<file path="src/rtl/bster_mem_pkg.sv">
// rtl/bster_mem_pkg.sv - shared types, defaults and round-robin pick helper for the BST memory arbiter
package bster_mem_pkg;

    typedef enum logic {
        ARB_IDLE,
        ARB_ISSUE
    } arb_state_t;

    localparam int DEF_NB_REQ          = 4;
    localparam int DEF_MAX_OUTSTANDING = 8;
    localparam int MAX_NB_REQ          = 8;

    // First set bit of mask scanning ptr, ptr+1, ... modulo n (n <= 8, ptr < n).
    function automatic logic [2:0] rr_pick(input logic [7:0] mask, input logic [2:0] ptr,
                                           input logic [3:0] n);
        logic [2:0] pick;
        logic       found;
        logic [3:0] j;
        pick  = 3'd0;
        found = 1'b0;
        for (int k = 0; k < MAX_NB_REQ; k++) begin
            j = {1'b0, ptr} + 4'(k);
            if (j >= n) begin
                j = j - n;
            end
            if (!found && (4'(k) < n) && mask[j[2:0]]) begin
                pick  = j[2:0];
                found = 1'b1;
            end
        end
        return pick;
    endfunction

endpackage

</file>
<file path="src/rtl/mem_arbiter_if.sv">
// rtl/mem_arbiter_if.sv - requester and memory-driver signal bundle for mem_arbiter
interface mem_arbiter_if
    import bster_mem_pkg::*;
#(
    parameter int NB_REQ         = DEF_NB_REQ,
    parameter int RAM_ADDR_WIDTH = 16,
    parameter int RAM_DATA_WIDTH = 32
);
    logic [NB_REQ-1:0]                req_valid;
    logic [NB_REQ-1:0]                req_ready;
    logic [NB_REQ-1:0]                req_rd;
    logic [NB_REQ-1:0]                req_wr;
    logic [NB_REQ*RAM_ADDR_WIDTH-1:0] req_addr;
    logic [NB_REQ*RAM_DATA_WIDTH-1:0] req_wr_data;
    logic [NB_REQ-1:0]                req_rd_valid;
    logic [NB_REQ-1:0]                req_rd_ready;
    logic [RAM_DATA_WIDTH-1:0]        req_rd_data;
    logic                             mem_valid;
    logic                             mem_ready;
    logic                             mem_rd;
    logic                             mem_wr;
    logic [RAM_ADDR_WIDTH-1:0]        mem_addr;
    logic [RAM_DATA_WIDTH-1:0]        mem_wr_data;
    logic                             mem_rd_valid;
    logic                             mem_rd_ready;
    logic [RAM_DATA_WIDTH-1:0]        mem_rd_data;

    // Arbiter view: serves the requesters, masters the memory driver port.
    modport master (
        input  req_valid, req_rd, req_wr, req_addr, req_wr_data, req_rd_ready,
        input  mem_ready, mem_rd_valid, mem_rd_data,
        output req_ready, req_rd_valid, req_rd_data,
        output mem_valid, mem_rd, mem_wr, mem_addr, mem_wr_data, mem_rd_ready
    );

    modport slave (
        output req_valid, req_rd, req_wr, req_addr, req_wr_data, req_rd_ready,
        output mem_ready, mem_rd_valid, mem_rd_data,
        input  req_ready, req_rd_valid, req_rd_data,
        input  mem_valid, mem_rd, mem_wr, mem_addr, mem_wr_data, mem_rd_ready
    );
endinterface

</file>
<file path="src/rtl/mem_arb_order_fifo.sv">
// rtl/mem_arb_order_fifo.sv - order FIFO of requester indices with registered full/empty flags
module mem_arb_order_fifo #(
    parameter int WIDTH = 2,
    parameter int DEPTH = 8
) (
    input  logic             aclk,
    input  logic             areset,
    input  logic             push,
    input  logic [WIDTH-1:0] push_data,
    input  logic             pop,
    output logic [WIDTH-1:0] pop_data,
    output logic             full,
    output logic             empty
);
    localparam int PW = $clog2(DEPTH);
    localparam int CW = PW + 1;

    logic [WIDTH-1:0] mem [DEPTH];
    logic [PW-1:0]    wr_ptr;
    logic [PW-1:0]    rd_ptr;
    logic [CW-1:0]    count_q;
    logic [CW-1:0]    count_d;
    logic             do_push;
    logic             do_pop;

    assign do_push  = push & ~full;
    assign do_pop   = pop & ~empty;
    assign pop_data = mem[rd_ptr];

    always_comb begin
        count_d = count_q;
        case ({do_push, do_pop})
            2'b10:   count_d = count_q + 1'b1;
            2'b01:   count_d = count_q - 1'b1;
            default: count_d = count_q;
        endcase
    end

    // Pointers wrap naturally since DEPTH is a power of two.
    always_ff @(posedge aclk or posedge areset) begin
        if (areset) begin
            wr_ptr  <= '0;
            rd_ptr  <= '0;
            count_q <= '0;
            full    <= 1'b0;
            empty   <= 1'b1;
        end else begin
            if (do_push) begin
                wr_ptr <= wr_ptr + 1'b1;
            end
            if (do_pop) begin
                rd_ptr <= rd_ptr + 1'b1;
            end
            count_q <= count_d;
            full    <= (count_d == CW'(DEPTH));
            empty   <= (count_d == '0);
        end
    end

    always_ff @(posedge aclk) begin
        if (do_push) begin
            mem[wr_ptr] <= push_data;
        end
    end

endmodule

</file>
<file path="src/rtl/mem_arbiter.sv">
// rtl/mem_arbiter.sv - round-robin arbiter sharing one memory port among NB_REQ requesters
// MEM_ARBITER_FIXED_PRIO_EN: lowest eligible index wins instead of round-robin.
module mem_arbiter
    import bster_mem_pkg::*;
#(
    parameter int NB_REQ          = DEF_NB_REQ,
    parameter int RAM_ADDR_WIDTH  = 16,
    parameter int RAM_DATA_WIDTH  = 32,
    parameter int MAX_OUTSTANDING = DEF_MAX_OUTSTANDING,
    parameter int IDX_WIDTH       = $clog2(NB_REQ)
) (
    input logic           aclk,
    input logic           areset,
    mem_arbiter_if.master bus
);
    arb_state_t                state_q;
    arb_state_t                state_d;
    logic [NB_REQ-1:0]         eligible;
    logic [IDX_WIDTH-1:0]      winner;
    logic                      grant;
    logic [NB_REQ-1:0]         req_ready_d;
    logic                      fifo_full;
    logic                      fifo_empty;
    logic                      fifo_push;
    logic                      fifo_pop;
    logic [IDX_WIDTH-1:0]      head;
    logic                      mem_rd_ready_d;
    logic                      mem_rd_q;
    logic                      mem_wr_q;
    logic [RAM_ADDR_WIDTH-1:0] mem_addr_q;
    logic [RAM_DATA_WIDTH-1:0] mem_wr_data_q;
    logic [RAM_ADDR_WIDTH-1:0] addr_arr  [NB_REQ];
    logic [RAM_DATA_WIDTH-1:0] wdata_arr [NB_REQ];

    for (genvar i = 0; i < NB_REQ; i++) begin : g_slice
        assign addr_arr[i]  = bus.req_addr[i*RAM_ADDR_WIDTH +: RAM_ADDR_WIDTH];
        assign wdata_arr[i] = bus.req_wr_data[i*RAM_DATA_WIDTH +: RAM_DATA_WIDTH];
    end

    // Registered full flag: a pop in the same cycle does not re-enable reads.
    assign eligible = bus.req_valid & ~(bus.req_rd & {NB_REQ{fifo_full}});

`ifdef MEM_ARBITER_FIXED_PRIO_EN
    assign winner = IDX_WIDTH'(rr_pick(8'(eligible), 3'd0, 4'(NB_REQ)));
`else
    logic [IDX_WIDTH-1:0] rr_ptr;

    assign winner = IDX_WIDTH'(rr_pick(8'(eligible), 3'(rr_ptr), 4'(NB_REQ)));

    always_ff @(posedge aclk or posedge areset) begin
        if (areset) begin
            rr_ptr <= '0;
        end else if (grant) begin
            rr_ptr <= (winner == IDX_WIDTH'(NB_REQ - 1)) ? '0 : winner + 1'b1;
        end
    end
`endif

    always_ff @(posedge aclk or posedge areset) begin
        if (areset) begin
            state_q <= ARB_IDLE;
        end else begin
            state_q <= state_d;
        end
    end

    always_comb begin
        state_d     = state_q;
        grant       = 1'b0;
        req_ready_d = '0;
        case (state_q)
            ARB_IDLE: begin
                if (|eligible) begin
                    grant               = 1'b1;
                    req_ready_d[winner] = 1'b1;
                    state_d             = ARB_ISSUE;
                end
            end
            ARB_ISSUE: begin
                if (bus.mem_ready) begin
                    state_d = ARB_IDLE;
                end
            end
            default: state_d = ARB_IDLE;
        endcase
    end

    always_ff @(posedge aclk or posedge areset) begin
        if (areset) begin
            mem_rd_q      <= 1'b0;
            mem_wr_q      <= 1'b0;
            mem_addr_q    <= '0;
            mem_wr_data_q <= '0;
        end else if (grant) begin
            mem_rd_q      <= bus.req_rd[winner];
            mem_wr_q      <= bus.req_wr[winner];
            mem_addr_q    <= addr_arr[winner];
            mem_wr_data_q <= wdata_arr[winner];
        end
    end

    assign bus.req_ready   = req_ready_d;
    assign bus.mem_valid   = (state_q == ARB_ISSUE);
    assign bus.mem_rd      = mem_rd_q;
    assign bus.mem_wr      = mem_wr_q;
    assign bus.mem_addr    = mem_addr_q;
    assign bus.mem_wr_data = mem_wr_data_q;

    // A read+write command is tracked as a read.
    assign fifo_push = grant & bus.req_rd[winner];
    assign fifo_pop  = bus.mem_rd_valid & mem_rd_ready_d;

    mem_arb_order_fifo #(
        .WIDTH (IDX_WIDTH),
        .DEPTH (MAX_OUTSTANDING)
    ) u_order_fifo (
        .aclk      (aclk),
        .areset    (areset),
        .push      (fifo_push),
        .push_data (winner),
        .pop       (fifo_pop),
        .pop_data  (head),
        .full      (fifo_full),
        .empty     (fifo_empty)
    );

    assign mem_rd_ready_d   = ~fifo_empty & bus.req_rd_ready[head];
    assign bus.mem_rd_ready = mem_rd_ready_d;
    assign bus.req_rd_valid = (bus.mem_rd_valid & ~fifo_empty) ? (NB_REQ'(1) << head) : '0;
    assign bus.req_rd_data  = bus.mem_rd_data;

endmodule

</file>
<file path="src/flat_wrapper.sv">
// flat-port wrapper written by rule: the top's interface ports become plain ports
module mem_arbiter_flat import bster_mem_pkg::*;
#(
    parameter int NB_REQ          = DEF_NB_REQ,
    parameter int RAM_ADDR_WIDTH  = 16,
    parameter int RAM_DATA_WIDTH  = 32,
    parameter int MAX_OUTSTANDING = DEF_MAX_OUTSTANDING,
    parameter int IDX_WIDTH       = $clog2(NB_REQ)
)
  (aclk, areset, bus_req_valid, bus_req_rd, bus_req_wr, bus_req_addr, bus_req_wr_data, bus_req_rd_ready, bus_mem_ready, bus_mem_rd_valid, bus_mem_rd_data, bus_req_ready, bus_req_rd_valid, bus_req_rd_data, bus_mem_valid, bus_mem_rd, bus_mem_wr, bus_mem_addr, bus_mem_wr_data, bus_mem_rd_ready);
  mem_arbiter_if #(.NB_REQ(NB_REQ), .RAM_ADDR_WIDTH(RAM_ADDR_WIDTH), .RAM_DATA_WIDTH(RAM_DATA_WIDTH)) bus_i ();
  input logic aclk;
  input logic areset;
  input wire logic [$bits(bus_i.req_valid)-1:0] bus_req_valid;
  input wire logic [$bits(bus_i.req_rd)-1:0] bus_req_rd;
  input wire logic [$bits(bus_i.req_wr)-1:0] bus_req_wr;
  input wire logic [$bits(bus_i.req_addr)-1:0] bus_req_addr;
  input wire logic [$bits(bus_i.req_wr_data)-1:0] bus_req_wr_data;
  input wire logic [$bits(bus_i.req_rd_ready)-1:0] bus_req_rd_ready;
  input wire logic [$bits(bus_i.mem_ready)-1:0] bus_mem_ready;
  input wire logic [$bits(bus_i.mem_rd_valid)-1:0] bus_mem_rd_valid;
  input wire logic [$bits(bus_i.mem_rd_data)-1:0] bus_mem_rd_data;
  output wire logic [$bits(bus_i.req_ready)-1:0] bus_req_ready;
  output wire logic [$bits(bus_i.req_rd_valid)-1:0] bus_req_rd_valid;
  output wire logic [$bits(bus_i.req_rd_data)-1:0] bus_req_rd_data;
  output wire logic [$bits(bus_i.mem_valid)-1:0] bus_mem_valid;
  output wire logic [$bits(bus_i.mem_rd)-1:0] bus_mem_rd;
  output wire logic [$bits(bus_i.mem_wr)-1:0] bus_mem_wr;
  output wire logic [$bits(bus_i.mem_addr)-1:0] bus_mem_addr;
  output wire logic [$bits(bus_i.mem_wr_data)-1:0] bus_mem_wr_data;
  output wire logic [$bits(bus_i.mem_rd_ready)-1:0] bus_mem_rd_ready;
  assign bus_i.req_valid = bus_req_valid;
  assign bus_i.req_rd = bus_req_rd;
  assign bus_i.req_wr = bus_req_wr;
  assign bus_i.req_addr = bus_req_addr;
  assign bus_i.req_wr_data = bus_req_wr_data;
  assign bus_i.req_rd_ready = bus_req_rd_ready;
  assign bus_i.mem_ready = bus_mem_ready;
  assign bus_i.mem_rd_valid = bus_mem_rd_valid;
  assign bus_i.mem_rd_data = bus_mem_rd_data;
  assign bus_req_ready = bus_i.req_ready;
  assign bus_req_rd_valid = bus_i.req_rd_valid;
  assign bus_req_rd_data = bus_i.req_rd_data;
  assign bus_mem_valid = bus_i.mem_valid;
  assign bus_mem_rd = bus_i.mem_rd;
  assign bus_mem_wr = bus_i.mem_wr;
  assign bus_mem_addr = bus_i.mem_addr;
  assign bus_mem_wr_data = bus_i.mem_wr_data;
  assign bus_mem_rd_ready = bus_i.mem_rd_ready;
  mem_arbiter #(.NB_REQ(NB_REQ), .RAM_ADDR_WIDTH(RAM_ADDR_WIDTH), .RAM_DATA_WIDTH(RAM_DATA_WIDTH), .MAX_OUTSTANDING(MAX_OUTSTANDING), .IDX_WIDTH(IDX_WIDTH)) u_core (.aclk(aclk), .areset(areset), .bus(bus_i));
endmodule
</file>
<file path="config.mk">
export PLATFORM = sky130hd
export DESIGN_NAME = mem_arbiter_flat
export DESIGN_NICKNAME = d
export VERILOG_FILES = /design/src/rtl/bster_mem_pkg.sv /design/src/rtl/mem_arbiter_if.sv /design/src/rtl/mem_arb_order_fifo.sv /design/src/rtl/mem_arbiter.sv /design/src/flat_wrapper.sv
export SDC_FILE = /design/constraint.sdc
export NUM_CORES = 1
export LEC_CHECK = 0
export ABC_AREA = 1
export CAP_MARGIN = 20
export CORE_AREA = 8 8 140 142
export DETAILED_ROUTE_END_ITERATION = 8
export DIE_AREA = 0 0 148 150
export PLACE_DENSITY = 0.75
export SLEW_MARGIN = 0
export SYNTH_ARGS = -nofsm -noshare
export SYNTH_HDL_FRONTEND = slang
export SYNTH_SLANG_ARGS = --single-unit
</file>
<file path="constraint.sdc">
create_clock -name aclk -period 4.1 [get_ports aclk]
set_input_delay 0.82 -clock aclk [delete_from_list [all_inputs] [get_ports aclk]]
set_output_delay 0.82 -clock aclk [all_outputs]
set_load 0.05 [all_outputs]
</file>
==> results.json, run 1 <==
{
  "dieArea_sq_mm": 0.0222,
  "grt_overflow": 0,
  "worst_slack_ns": 0.124,
  "crit_chain": "clkdlybuf4s50_1, nand2_1, and2_1, or2_2, a221oi_1, buf_4, nor2_4, buf_4, inv_2, nor2_1, buf_4",
  "cts-root-buf": "clkbuf_16",
  "io_pins": 336,
  "sw_frac_of_total_pct": 56.3,
  "hold_violations": 0,
  "final-instance-count-excl-fill": 1415,
  "synth.avg_cell_area_sq_um": 6.26,
  "core_area_sq_mm": 0.0175,
  "period_minus_slack_ns": 3.98,
  "routabilityCongestion": 0.860,
  "fin_crit_sh_pct": 97.0,
  "slew-limit-headroom_pct": 49.3,
  "tns_ns": 0,
  "start_util_pct": 34.2,
  "switchingPower_mw": 4.92,
  "slowest_stage": "clkdlybuf4s50_1",
  "path_buf_inv": 5,
  "cp-start-kind": "input pin",
  "clkPwrFrac_pct": 9.3,
  "peakVddDrop_v": 0.000739,
  "syn_nets": 1212,
  "holdBufCountCts": 0,
  "power_frac_comb_pct": 73.7,
  "grtUsageTotal_pct": 18.2,
  "worst_pin_slew_ns": 0.759,
  "finalSetupViolCount": 0,
  "grt_pass1_vias": 6458,
  "grt_first_pass_wirelength_microns": 32500,
  "post_cts_buffers": 0,
  "cp_common_cell": "buf_4",
  "routedWlPerCell_microns": 14.4,
  "power.share.sequential_pct": 17.0,
  "slowest_delay_ns": 0.49,
  "drive_gt1_share_pct": 5.06,
  "rsz0062_at_grt": "false",
  "clkLatencyLatePin_ns": 0.34,
  "synthTopCellsByArea": "nand2_1 (34%), dfrtp_1 (27%), edfxtp_1 (8.0%), buf_4 (4.5%), inv_1 (4.4%)",
  "vias": 6388,
  "critPathKind": "in -> out",
  "clock_path_buffers": 2,
  "synthArstFlopShare_pct": 80.2,
  "crit_arrival_ns": 3.16,
  "max_freq_mhz": 251,
  "p_leak_nw": 4.55,
  "status": "completed",
  "synth_largest_area_cell": "nand2_1",
  "drc_errors": 0,
  "drt_first_pass_iters": 5,
  "diodes": 0,
  "ant_nets": 0,
  "cts_num_sinks": 81,
  "io_buffers": 271,
  "dp_hpwl_microns": 15800,
  "cts_resized": 0,
  "crit_path_end_kind": "output port",
  "path_clk_slew_ns": 0.06,
  "place_ws_ns": 0.0819,
  "synth_seq_cells": 81,
  "h-tree-depth": 3,
  "slew_viol_final": 0,
  "powerDensity_mw_per_mm2": 977,
  "synthMostInstantiatedCell": "nand2_1",
  "cts_tree": "built",
  "synth_ff_type": "dfrtp_1",
  "cp_max_fo": 57,
  "netlist_area_sq_mm": 0.00600,
  "yosysWarnings": 0,
  "yosysSeqAreaShare_pct": 35.1,
  "drv_cap": 0,
  "ys_types": 36,
  "synth_edf_count": 16,
  "yosys-top-cells-count": "nand2_1 (550), inv_1 (70), dfrtp_1 (64), buf_4 (36), nor2_1 (35)",
  "cts_buffers": 9,
  "drt-total-wl_microns": 20400,
  "cpLargestDelayFamily": "buffers and inverters",
  "netlist.area_leader.share_pct": 34.4,
  "hp-class": "reg -> reg",
  "num_rows": 49,
  "synthCells": 958,
  "via_per_inst": 4.51,
  "die_w_microns": 148,
  "fin_nets": 1435,
  "p_int_mw": 3.81,
  "required_ns": 3.28,
  "dp.cells": 1399,
  "areaGrowthSynthToFinish_pct": 48.9,
  "antenna_found_initial": 0,
  "n_fill_cell": 1779,
  "grt_max_degree": 77,
  "drt_iter0_drc": 328,
  "die_height_microns": 150,
  "fin_skew_ns": 0.00440
}
## power by group through the flow
stage	sequential (mW)	clock, mW	combinational (mW)
6_report	1.48	0.815	6.43
5_1_grt	1.53	0.870	7.26
4_1_cts	1.48	0.836	6.50
3_5_place_dp	1.48	0	6.48
3_3_place_gp	1.48	0	6.41
2_1_floorplan	2.21	0	4.16
## through the flow
step	total power, mW	cell area (sq um)	hold slack, ns	util [%]
after floorplan	6.37	6000	0.464	-
after global placement	7.89	8640	0.461	49.3
after detailed placement	7.97	8640	0.465	49.3
after CTS	8.82	8930	0.482	50.9
after global routing	9.66	8930	0.505	50.9
final	8.73	8930	0.478	50.9
## cells in the final DEF (no fill, tap or decap), types with 7 or more instances in the layout
cell             count
nand2_1            550
clkdlybuf4s50_1    267
inv_1               69
dfrtp_1             64
nor2_1              34
o21ai_1             31
o21ai_0             31
nand3_1             29
buf_4               20
edfxtp_1            16
ha_1                 9
clkbuf_16            9
nand4_1              7
## path summary, 6_finish.rpt
check / slack [ns] / cells after the start / end / startpoint
min reg2reg: 0.48 / 2 / u_core.bus.mem_rd / u_core.bus.mem_rd
max reg2reg: 0.66 / 20 / u_core.u_order_fifo.empty / u_core.u_order_fifo.rd_ptr[0]
min in group asynchronous: 0.94 / 2 / u_core.bus.mem_wr_data[25] / areset
min: 0.48 / 2 / u_core.bus.mem_rd / u_core.bus.mem_rd
max in group asynchronous: 2.45 / 3 / u_core.u_order_fifo.empty / areset
max: 0.12 / 11 / bus_req_ready[0] / bus_req_rd[1]
## metal layers
layer  global-route usage [%]  share of wire (%)  vias up  wire length, microns
li1                         -                  -     3339                     -
met1                     20.9                 41     2803                  8430
met5                        0                  0        -                     0
met4                     5.20                1.4        0                   295
met3                     6.02                8.2       30                  1680
met2                     31.8                 49      216                 10000
## flip-flops by register name, summed over array words and instances, names as in the netlist
signal / flops
u_core.u_order_fifo.mem: 16
u_core.u_order_fifo.wr_ptr: 3
u_core.rr_ptr: 2
u_core.u_order_fifo.rd_ptr: 3
u_core.u_order_fifo.count_q: 4
u_core.bus.mem_valid: 1
u_core.bus.mem_wr_data: 32
u_core.bus.mem_rd: 1
u_core.u_order_fifo.full: 1
u_core.u_order_fifo.empty: 1
u_core.bus.mem_addr: 16
u_core.bus.mem_wr: 1
## kinds of logic after synthesis
kind of cell | count (synthesis) | share of synthesized area [%]
and+or+nand+nor | 636 | 41.7
DFF | 81 | 35.1
xor gates and xnor gates | 5 | 0.730
AOI/OAI and AO/OA | 72 | 6.26
adders and majority gates | 10 | 2.21
buffers and inverters | 154 | 13.9
## worst reg2reg max path, stage by stage (launching register included)
cell	delay, ns
dfrtp_1	0.57
inv_1	0.22
o21ai_0	0.20
nand2_1	0.08
nand2_1	0.08
nand2_1	0.08
nand2_1	0.09
o22ai_1	0.08
nor2_1	0.23
nand3_1	0.20
inv_1	0.12
ha_1	0.25
ha_1	0.26
a21o_1	0.17
a21oi_1	0.12
inv_1	0.06
a21oi_1	0.11
o21ai_0	0.11
xor2_1	0.18
inv_1	0.07
nor2_1	0.08
## final cells by class
cell class                      count  area [sq um]  share of cell area, %
Multi-Input combinational cell    723          3060                   34.3
Timing Repair Buffer              291          2890                   32.4
Sequential cell                    81          2110                   23.6
Inverter                           75           289                   3.24
Tap cell                          229           287                   3.21
Clock buffer                        9           225                   2.52
Clock inverter                      7          68.8                  0.770
No activity file was read; power rests on OpenSTA's default activity.
==> run 2, diff against run 1 <==
--- a/config.mk
+++ b/config.mk
@@ -11,7 +11,6 @@
 export DETAILED_ROUTE_END_ITERATION = 8
 export DIE_AREA = 0 0 148 150
 export PLACE_DENSITY = 0.75
-export SLEW_MARGIN = 0
 export SYNTH_ARGS = -nofsm -noshare
 export SYNTH_HDL_FRONTEND = slang
 export SYNTH_SLANG_ARGS = --single-unit
==> results of run 2 <==
Same layout as run 1: the final DEF is identical, and so are final timing and power.
==> variant 1, RTL diff (flow settings as in run 1) <==
`RAM_DATA_WIDTH` is set to 32 in 3 places; all go to 16.
--- a/src/rtl/mem_arbiter_if.sv
+++ b/src/rtl/mem_arbiter_if.sv
@@ -5,5 +5,5 @@
     parameter int NB_REQ         = DEF_NB_REQ,
     parameter int RAM_ADDR_WIDTH = 16,
-    parameter int RAM_DATA_WIDTH = 32
+    parameter int RAM_DATA_WIDTH = 16
 );
     logic [NB_REQ-1:0]                req_valid;
--- a/src/rtl/mem_arbiter.sv
+++ b/src/rtl/mem_arbiter.sv
@@ -6,5 +6,5 @@
     parameter int NB_REQ          = DEF_NB_REQ,
     parameter int RAM_ADDR_WIDTH  = 16,
-    parameter int RAM_DATA_WIDTH  = 32,
+    parameter int RAM_DATA_WIDTH  = 16,
     parameter int MAX_OUTSTANDING = DEF_MAX_OUTSTANDING,
     parameter int IDX_WIDTH       = $clog2(NB_REQ)
--- a/src/flat_wrapper.sv
+++ b/src/flat_wrapper.sv
@@ -4,5 +4,5 @@
     parameter int NB_REQ          = DEF_NB_REQ,
     parameter int RAM_ADDR_WIDTH  = 16,
-    parameter int RAM_DATA_WIDTH  = 32,
+    parameter int RAM_DATA_WIDTH  = 16,
     parameter int MAX_OUTSTANDING = DEF_MAX_OUTSTANDING,
     parameter int IDX_WIDTH       = $clog2(NB_REQ)
Interface: changed (resized bus_mem_rd_data, bus_mem_wr_data, bus_req_rd_data and bus_req_wr_data); port bits go from 336 to 224. The function was not compared with the original's and may differ.
==> variant 1 against run 1 <==
- cell area shrank 19%
- worst setup slack gained 40 ps
- sequential cell count shrank 16
- highest routed layer is now met5
- final cell count shrank 19%
- wire length shrank 19%
- total power shrank 19%
- clock power shrank 4.4%
- synthesized area shrank 19%
==> variant 1: results <==
[synthesis]
synth_cell_types = 34
syn_nets = 920
syn_inst = 746
ys_seq_area_share_pct = 34.9
yosys-top-cells-area = "dfrtp_1, nand2_1, edfxtp_1, inv_1, nand3_1"
async_flop_share_pct = 75.4

[final_layout]
nFillCells = 1818
stdcell_area_um2 = 7210

[global_routing]
grt_max_degree = 68
grt.total_usage_pct = 14.6
met2_usage_pct = 24.5

[placement]
dp_hpwl_um = 12800

[critical_path]
crit_arrival_ps = 3120
critPathTopFamily = "simple AND/OR/NAND/NOR gates"
r2r_slack_ps = 460
rr_worst_depth = 19

[power_and_ir_drop]
total_leakage_power_nw = 3.53
peakVddDrop_v = 0.000632

[route]
drtIter0Drc = 381
totalWireLength_um = 16600
via_per_inst = 4.52
routed.top_layer = "met5"

[timing]
timing.hold.ws_ps = 477
period_needed_ps = 3940
worst-slew-pin-transition_ps = 649

[run_status]
status = "finished clean"
[variant 1: area by class of cell]
class / count / area share (%)
Clock buffer: 10 / 3.47
Clock inverter: 6 / 0.781
Inverter: 97 / 5.15
Multi-Input combinational cell: 529 / 34.4
Sequential cell: 65 / 23.7
Tap cell: 229 / 3.97
Timing Repair Buffer: 207 / 28.6
[variant 1: report_power, final]
| group | internal, mW | switching, mW |
|---|---|---|
| combinational | 1.71 | 3.40 |
| sequential | 1.01 | 0.223 |
| clock | 0.460 | 0.319 |
| total | 3.17 | 3.94 |
[variant 1: kinds of logic after synthesis]
| kind of cell | after synthesis | synth area share, % |
|---|---|---|
| buffers and inverters | 152 | 14.7 |
| adder cells (fa/ha/maj) | 10 | 2.71 |
| flip-flops | 65 | 34.9 |
| AND/OR/NAND/NOR | 457 | 40.7 |
| XOR/XNOR | 5 | 0.896 |
| AO/OA/AOI/OAI | 57 | 6.02 |
[variant 1: final timing paths]
path                                                                 from                                        end
worst max-delay path                                        bus_req_rd[3]                           bus_req_ready[3]
worst min-delay path                   u_core.bus.mem_addr[4]$_DFFE_PP0P_         u_core.bus.mem_addr[4]$_DFFE_PP0P_
worst max register to register  u_core.u_order_fifo.rd_ptr[0]$_DFFE_PP0P_        u_core.u_order_fifo.empty$_DFF_PP1_
worst min register to register         u_core.bus.mem_addr[4]$_DFFE_PP0P_         u_core.bus.mem_addr[4]$_DFFE_PP0P_
max in group asynchronous                                          areset        u_core.u_order_fifo.empty$_DFF_PP1_
min in group asynchronous                                          areset  u_core.u_order_fifo.rd_ptr[0]$_DFFE_PP0P_
[variant 1: worst min-delay path: cells and delay by family, from the launching register on]
kind | cells | cell delay [ps]
simple gates | 2 | 100
flops | 1 | 340
==> variant 2, RTL diff (flow settings as in run 1) <==
Made on the original files. Make the reset (`areset`) synchronous in 4 clocked blocks.
--- a/src/rtl/mem_arb_order_fifo.sv
+++ b/src/rtl/mem_arb_order_fifo.sv
@@ -38,5 +38,5 @@
 
     // Pointers wrap naturally since DEPTH is a power of two.
-    always_ff @(posedge aclk or posedge areset) begin
+    always_ff @(posedge aclk) begin
         if (areset) begin
             wr_ptr  <= '0;
--- a/src/rtl/mem_arbiter.sv
+++ b/src/rtl/mem_arbiter.sv
@@ -48,5 +48,5 @@
     assign winner = IDX_WIDTH'(rr_pick(8'(eligible), 3'(rr_ptr), 4'(NB_REQ)));
 
-    always_ff @(posedge aclk or posedge areset) begin
+    always_ff @(posedge aclk) begin
         if (areset) begin
             rr_ptr <= '0;
@@ -57,5 +57,5 @@
 `endif
 
-    always_ff @(posedge aclk or posedge areset) begin
+    always_ff @(posedge aclk) begin
         if (areset) begin
             state_q <= ARB_IDLE;
@@ -86,5 +86,5 @@
     end
 
-    always_ff @(posedge aclk or posedge areset) begin
+    always_ff @(posedge aclk) begin
         if (areset) begin
             mem_rd_q      <= 1'b0;
Check against the original RTL: differs if areset is asserted again (counterexample within 4 cycles, from zero or initial values and one cycle with areset high); with areset held inactive, the same outputs for 4 cycles.
==> variant 2 against run 1 <==
- sequential cell count up 3
- cell area down 3.9%
- global-route usage down 1.1 points
- largest power group unchanged
- critical path depth unchanged
- fmax up 3.1%
- register-to-register slack worse by 190 ps
- wire length down 3.1%
- synthesized area down 5.1%
- synthesized cell count down 8.9%
- worst setup slack better by 120 ps
- total power down 8.0%
- non-clock buffer count down 8
==> variant 2: results <==
[synthesis]
ys_seq_area_share_pct = 32.4
synth-edff-count = 16
synth-compound-area-share_pct = 19.8
synthAdderAreaFrac_pct = 2.20
synth_xor_area_share_pct = 1.08
async_flop_share_pct = 0
syn_nets = 1127
yosys-top-cells-area = "dfxtp_1, nor2_1, edfxtp_1, nand2_1, o21ai_0"
synth_common_cells = "nor2_1, nand2_1, inv_1, dfxtp_1, o21ai_0"
synthMuxAreaShare_pct = 0.198

[global_routing]
grt_pass1_wl_um = 30400
grt_pass1_vias = 5868
grt.total_usage_pct = 17.2
grt_max_degree = 76

[power_and_ir_drop]
total_leakage_power_nw = 3.74
peakVddDrop_v = 0.000865

[critical_path]
cp-startpoint = "bus_req_rd[3]"
critPathTopFamily = "buffers and inverters"
timing.rr.start = "u_core.rr_ptr[0]$_SDFFE_PP0P_"
rr_worst_depth = 21
crit_fanout = 27
cpMaxStageDelayCell = "clkdlybuf4s50_1"
r2r_slack_ps = 470

[final_layout]
layout.nets = 1340
nFillCells = 1776
drive_gt1_share_pct = 5.77

[route]
totalWireLength_um = 19800
drtIter0Drc = 234
wire_per_inst_um = 15.0
via_per_inst = 4.68
first_pass_iters = 4
drc_errors = 0

[run_status]
status = "finished clean"

[placement]
dp_hpwl_um = 15100
place_congestion = 0.847
dp_slack_ps = 26.3

[timing]
slew_headroom_pct = 46.5
clock_skew_ps = 5.51

[clock_tree]
cts_buffers = 9
clockBufferDepth = 2

[hold_path]
worstHoldStart = "u_core.bus.mem_rd$_SDFFE_PP0P_"
## variant 2: cell types whose count changed in the layout (fill, tap and decap cells not counted), sizes merged, moves of 50 or more
cell and delta:
o211ai +50, dfxtp +68, o21ai +52, nor2 +249, dfrtp -64, nand2 -452
## variant 2: final timing paths
check / to
worst min register to register: u_core.bus.mem_rd$_SDFFE_PP0P_
worst min-delay path: u_core.bus.mem_rd$_SDFFE_PP0P_
worst max-delay path: bus_req_ready[3]
worst max register to register: u_core.u_order_fifo.empty$_SDFF_PP1_
## variant 2: where the power goes
group	internal, mW	switching (mW)	total, mW
Clock	0.414	0.369	0.783
Sequential	1.22	0.186	1.41
Combinational	1.99	3.85	5.84
## variant 2: final cells by class
| type | instances | area, µm² | area share [%] |
|---|---|---|---|
| Sequential cell | 84 | 1840 | 21.5 |
| Timing Repair Buffer | 283 | 2840 | 33.1 |
| Clock inverter | 7 | 51.3 | 0.597 |
| Tap cell | 229 | 287 | 3.34 |
| Inverter | 84 | 318 | 3.70 |
| Multi-Input combinational cell | 624 | 3030 | 35.2 |
| Clock buffer | 9 | 225 | 2.62 |
## variant 2: logic make-up (layout without fill, tap and decap cells)
logic type,count (synthesis),in the layout
AND/OR/NAND/NOR,427,427
AO/OA/AOI/OAI,179,179
flip-flops,84,84
buffers and inverters,165,383
XOR/XNOR,7,7
adder cells (fa/ha/maj),10,10
multiplexers,1,1
## variant 2: metrics by stage
stage | hold slack (ps) | instance area (µm²)
CTS | 479 | 8590
finish | 472 | 8590
floorplan | 467 | 5690
global placement | 471 | 8310
global route | 499 | 8590
detailed placement | 469 | 8310
## variant 2: layer usage
layer  track usage (%)  routed length, µm  vias to the layer above
met5                 0                  0                        -
li1                  -                  -                     3196
met3              8.01               2110                       20
met4              4.28                247                        0
met2              28.8               9450                      226
met1              19.4               7970                     2734
